--- src/rtl/comb_rr_sched.sv ---
// Round-robin front end for one shared combinational activation unit.
// Optional statistics counters are enabled by defining COMB_RR_SCHED_STAT_EN.
module comb_rr_sched #(
  parameter int BITWIDTH = 8,
  parameter int NUM_REQ  = 4,
  parameter int ID_W     = $clog2(NUM_REQ)
) (
  input  logic                         clk,
  input  logic                         rst_n,
  input  logic                         flush,
  input  logic [NUM_REQ-1:0]           req_valid,
  output logic [NUM_REQ-1:0]           req_ready,
  input  logic [NUM_REQ*BITWIDTH-1:0]  req_data,
  input  logic [NUM_REQ*BITWIDTH-1:0]  req_bias,
  output logic [BITWIDTH-1:0]          comb_data_in,
  output logic [BITWIDTH-1:0]          comb_bias,
  output logic                         comb_valid,
  input  logic [BITWIDTH-1:0]          comb_data_out,
  output logic                         out_valid,
  input  logic                         out_ready,
  output logic [BITWIDTH-1:0]          out_data,
  output logic [ID_W-1:0]              out_id
`ifdef COMB_RR_SCHED_STAT_EN
  ,
  output logic [15:0]                  stall_cnt,
  output logic [15:0]                  xfer_cnt
`endif
);

  logic [ID_W-1:0]     last_gnt_r;
  logic                out_valid_r;
  logic [BITWIDTH-1:0] out_data_r;
  logic [ID_W-1:0]     out_id_r;
  logic [ID_W-1:0]     winner_s;
  logic                any_req_s;
  logic                can_accept_s;
  logic                xfer_s;

  // Rotating priority search; walking the offsets from farthest to nearest lets the nearest hit win.
  always_comb begin
    winner_s  = '0;
    any_req_s = 1'b0;
    for (int k = NUM_REQ; k >= 1; k--) begin
      winner_s  = req_valid[ID_W'((int'(last_gnt_r) + k) % NUM_REQ)]
                  ? ID_W'((int'(last_gnt_r) + k) % NUM_REQ) : winner_s;
      any_req_s = any_req_s | req_valid[ID_W'((int'(last_gnt_r) + k) % NUM_REQ)];
    end
  end

  assign can_accept_s = ~out_valid_r | out_ready;
  // Reset is folded in so no requester sees ready while the block is held in reset.
  assign xfer_s       = any_req_s & can_accept_s & ~flush & rst_n;
  assign comb_valid   = xfer_s;

  // Route the winner's operands to the shared unit and raise its ready.
  always_comb begin
    req_ready    = '0;
    comb_data_in = '0;
    comb_bias    = '0;
    for (int i = 0; i < NUM_REQ; i++) begin
      if (xfer_s && (winner_s == ID_W'(i))) begin
        req_ready[i] = 1'b1;
        comb_data_in = req_data[i*BITWIDTH +: BITWIDTH];
        comb_bias    = req_bias[i*BITWIDTH +: BITWIDTH];
      end else begin
        req_ready[i] = 1'b0;
      end
    end
  end

  // Single-entry output stage and round-robin pointer.
  always_ff @(posedge clk or negedge rst_n) begin
    if (!rst_n) begin
      out_valid_r <= 1'b0;
      out_data_r  <= '0;
      out_id_r    <= '0;
      last_gnt_r  <= ID_W'(NUM_REQ - 1);
    end else if (flush) begin
      out_valid_r <= 1'b0;
      out_data_r  <= '0;
      out_id_r    <= '0;
      last_gnt_r  <= ID_W'(NUM_REQ - 1);
    end else if (xfer_s) begin
      out_valid_r <= 1'b1;
      out_data_r  <= comb_data_out;
      out_id_r    <= winner_s;
      last_gnt_r  <= winner_s;
    end else if (out_ready) begin
      out_valid_r <= 1'b0;
    end else begin
      out_valid_r <= out_valid_r;
    end
  end

  assign out_valid = out_valid_r;
  assign out_data  = out_data_r;
  assign out_id    = out_id_r;

`ifdef COMB_RR_SCHED_STAT_EN
  logic [15:0] stall_cnt_r;
  logic [15:0] xfer_cnt_r;

  // Stall cycles saturate; accepted transfers wrap.
  always_ff @(posedge clk or negedge rst_n) begin
    if (!rst_n) begin
      stall_cnt_r <= 16'h0000;
      xfer_cnt_r  <= 16'h0000;
    end else if (flush) begin
      stall_cnt_r <= 16'h0000;
      xfer_cnt_r  <= 16'h0000;
    end else begin
      if (out_valid_r && !out_ready && (stall_cnt_r != 16'hFFFF)) begin
        stall_cnt_r <= stall_cnt_r + 16'h0001;
      end
      if (xfer_s) begin
        xfer_cnt_r <= xfer_cnt_r + 16'h0001;
      end
    end
  end

  assign stall_cnt = stall_cnt_r;
  assign xfer_cnt  = xfer_cnt_r;
`else
  // Statistics counters are not built in this configuration.
`endif

endmodule

--- config.mk ---
export PLATFORM = sky130hd
export DESIGN_NAME = comb_rr_sched
export DESIGN_NICKNAME = d
export VERILOG_FILES = /design/src/rtl/comb_rr_sched.sv
export SDC_FILE = /design/constraint.sdc
export NUM_CORES = 1
export LEC_CHECK = 0
export BUFFER_PORTS_ARGS = -buffer_cell sky130_fd_sc_hd__buf_4
export CORE_ASPECT_RATIO = 0.8
export CORE_MARGIN = 2
export CORE_UTILIZATION = 38
export DETAILED_ROUTE_END_ITERATION = 10
export GPL_TIMING_DRIVEN = 1
export PLACE_DENSITY = 0.9
export SYNTH_ARGS = -nofsm -noshare
export SYNTH_HDL_FRONTEND = slang
export SYNTH_SLANG_ARGS = --single-unit
--- constraint.sdc ---
create_clock -name clk -period 5.15 [get_ports clk]
set_input_delay 1.545 -clock clk [delete_from_list [all_inputs] [get_ports clk]]
set_output_delay 1.545 -clock clk [all_outputs]
set_load 0.02 [all_outputs]
==> impl_results.md <==
* Netlist cell types at 26
* Vias in the first global route at 1276
* Mapped Avg Cell Area at 9.01 um^2
* Max_cap viols at 0
* Core Footprint at approximately 2800 um^2
* Arrival @ worst endpoint at roughly 3.2 ns
* Clock sink count at 13
* Hold slack at 0.510 ns
* Leakage at 1.05 nW
* Post-synth top area cell: mux2i_1
* RSZ-0062 raised after global routing: false
* # rows at 17
* Area share of the largest cell type after synthesis at 32.5%
* Die area at approximately 3400 um^2
* Worst Setup Start Kind: input port
* Initial antenna violation count at 0
* Post-CTS Hold Fix Bufs at 0
* CP Max Fanout at 18
* Die Y at 52.3 um
* Final setup skew at about 0.00027 ns
* Initial DRC Count at 62
* CTS HTree Levels at 1
* Vias/cell at 5.08
* Clk slew on worst S/H paths at 0.07 ns
* Cell area power density at 185 nW/um^2
* GRT Total Usage at 21.2%
* Post-CTS Setup Inserts at 0
* Worst Tran Pin Value at 0.822 ns
* Fin. max-slew vios at 0
* Initial Util at 40.1%
* Global-route wire length before repair at 5.57 mm
* Synth Cell Area at approximately 1100 um^2
* PortBufs at 111
* Syn Nets at 203
* Setup TNS at 0 ns
* Avg WL per Cell at 13.7 um
* Req. time, crit path at 3.61 ns
* Hold WC Path Type: register to register
* CTS resizes at 0
* Num CTS Buffers at 3
* Detailed Route WL at 3.70 mm
* Crit. End Element: output port
* Mapped Cells at 123
* Layout cells sized above 1 at 52.8%
* Sequential area share after synthesis at 29.6%
* Overflow after GRT at 0
* Dpl ws at 0.437 ns
* Via count at 1366
* Most common cell in the netlist: mux2i_1
* Largest net degree at the start of global routing at 28
* Max transition margin at 45.0%
* Final #Nets at 312
* Number of synthesized flops with an enable pin at 0
* DRC errors left at 0
* Critical path type: input port to output port
* Area post-placement at 1970 um^2
* Drt first pass iters at 4
* Final Hold Vio Count at 0
* Clock Latency Late Sink at 0.27 ns
* Post-DP HPWL at 3.06 mm
* TritonCTS clock tree: done
* Synth top area cells: mux2i_1 (33%), dfrtp_1 (25%), o22ai_1 (9.0%), dfstp_2 (4.7%), nand2_1 (4.7%)
* Syn. warnings at 0
* Die Width at 64.4 um
* Final setup fails at 0
* Fin area at 2000 um^2
* Max IR drop VDD at 143 uV
* Final Cycle Share at 92.2%
* Antenna Cells at 0
* Clk buf depth at 2
* Clock root cell: clkbuf_4
* Area Growth Syn to Fin at 80.1%
* Top FF cell, synth: dfrtp_1
* Outcome: complete, no violations
* Final ANT Viol Nets at 0
* Highest Clock Rate at between 200 and 250 MHz
* Setup ws final at approximately 0.4 ns
* IO Pins at 112
* Routability cong. at 0.757
* #FFs+latches synth at 13
* Synth cell count leaders: mux2i_1 (36), o22ai_1 (16), nand2_1 (14), dfrtp_1 (11)
* Final min period at 4.75 ns
* Post-synth ARST share at 100%
[metal layers]
layer | track usage, % | vias to the layer above | part of all wire (%)
met5 | 0 | - | 0
met4 | 3.19 | 0 | 0.68
met3 | 4.95 | 4 | 6.5
met2 | 41.8 | 57 | 56
met1 | 23.6 | 629 | 37
li1 | - | 676 | -
[cell families after synthesis]
kind of cell	Yosys count	synth area share [%]
muxes	36	32.5
AOI/OAI and AO/OA	32	19.0
and+or+nand+nor	31	13.1
DFF	13	29.6
buffers and inverters	11	5.87
[worst paths after layout]
kind                               start         endpoint  slack [ns]  depth (start not counted)
max                         req_valid[0]  comb_data_in[3]        0.40                          6
min                            out_id[1]        out_id[1]        0.51                          2
max reg2reg                last_gnt_r[1]        out_id[0]        3.31                          4
min reg2reg                    out_id[1]        out_id[1]        0.51                          2
max in group asynchronous          rst_n    last_gnt_r[1]        3.81                          1
min in group asynchronous          rst_n      out_data[5]        1.10                          1
[report_power, final]
part / internal [mW] / switching [mW]
Sequential: 0.110 / 0.00562
Clock: 0.0300 / 0.0313
Combinational: 0.103 / 0.0888
[worst max-delay path, stage by stage]
cell	delay [ns]
buf_4	0.12
or4_1	0.51
and4_1	0.26
o211ai_2	0.32
o22ai_1	0.23
buf_4	0.20
[placed cells by master, fill, tap and decap left out, types with 2 or more instances in the layout]
cell type	instances
dfrtp_1	11
o22ai_1	16
inv_1	2
dfstp_2	2
o21ai_0	5
buf_4	112
nor2_1	7
clkbuf_4	3
mux2i_1	36
nand2_1	14
nand2b_1	5
[sequential cells by signal (all words and copies together) (netlist names)]
register and flops:
out_data 8, last_gnt_r 2, out_id 2, out_valid 1
[through the flow]
stage          instances  total power [mW]  utilization, %
2_1_floorplan        123             0.220               -
3_3_place_gp         265             0.307            71.3
3_5_place_dp         265             0.311            71.3
4_1_cts              269             0.374            72.2
5_1_grt              269             0.393            72.2
6_report             269             0.369            72.2
[final cells by class]
class	count	area (um^2)
inverter	2	7.51
multi-input combinational	99	727
tap	38	47.5
timing repair buffer	113	861
sequential	13	328
clock buffer	4	26.3
fill	222	768
No activity file was read; power rests on OpenSTA's default activity.
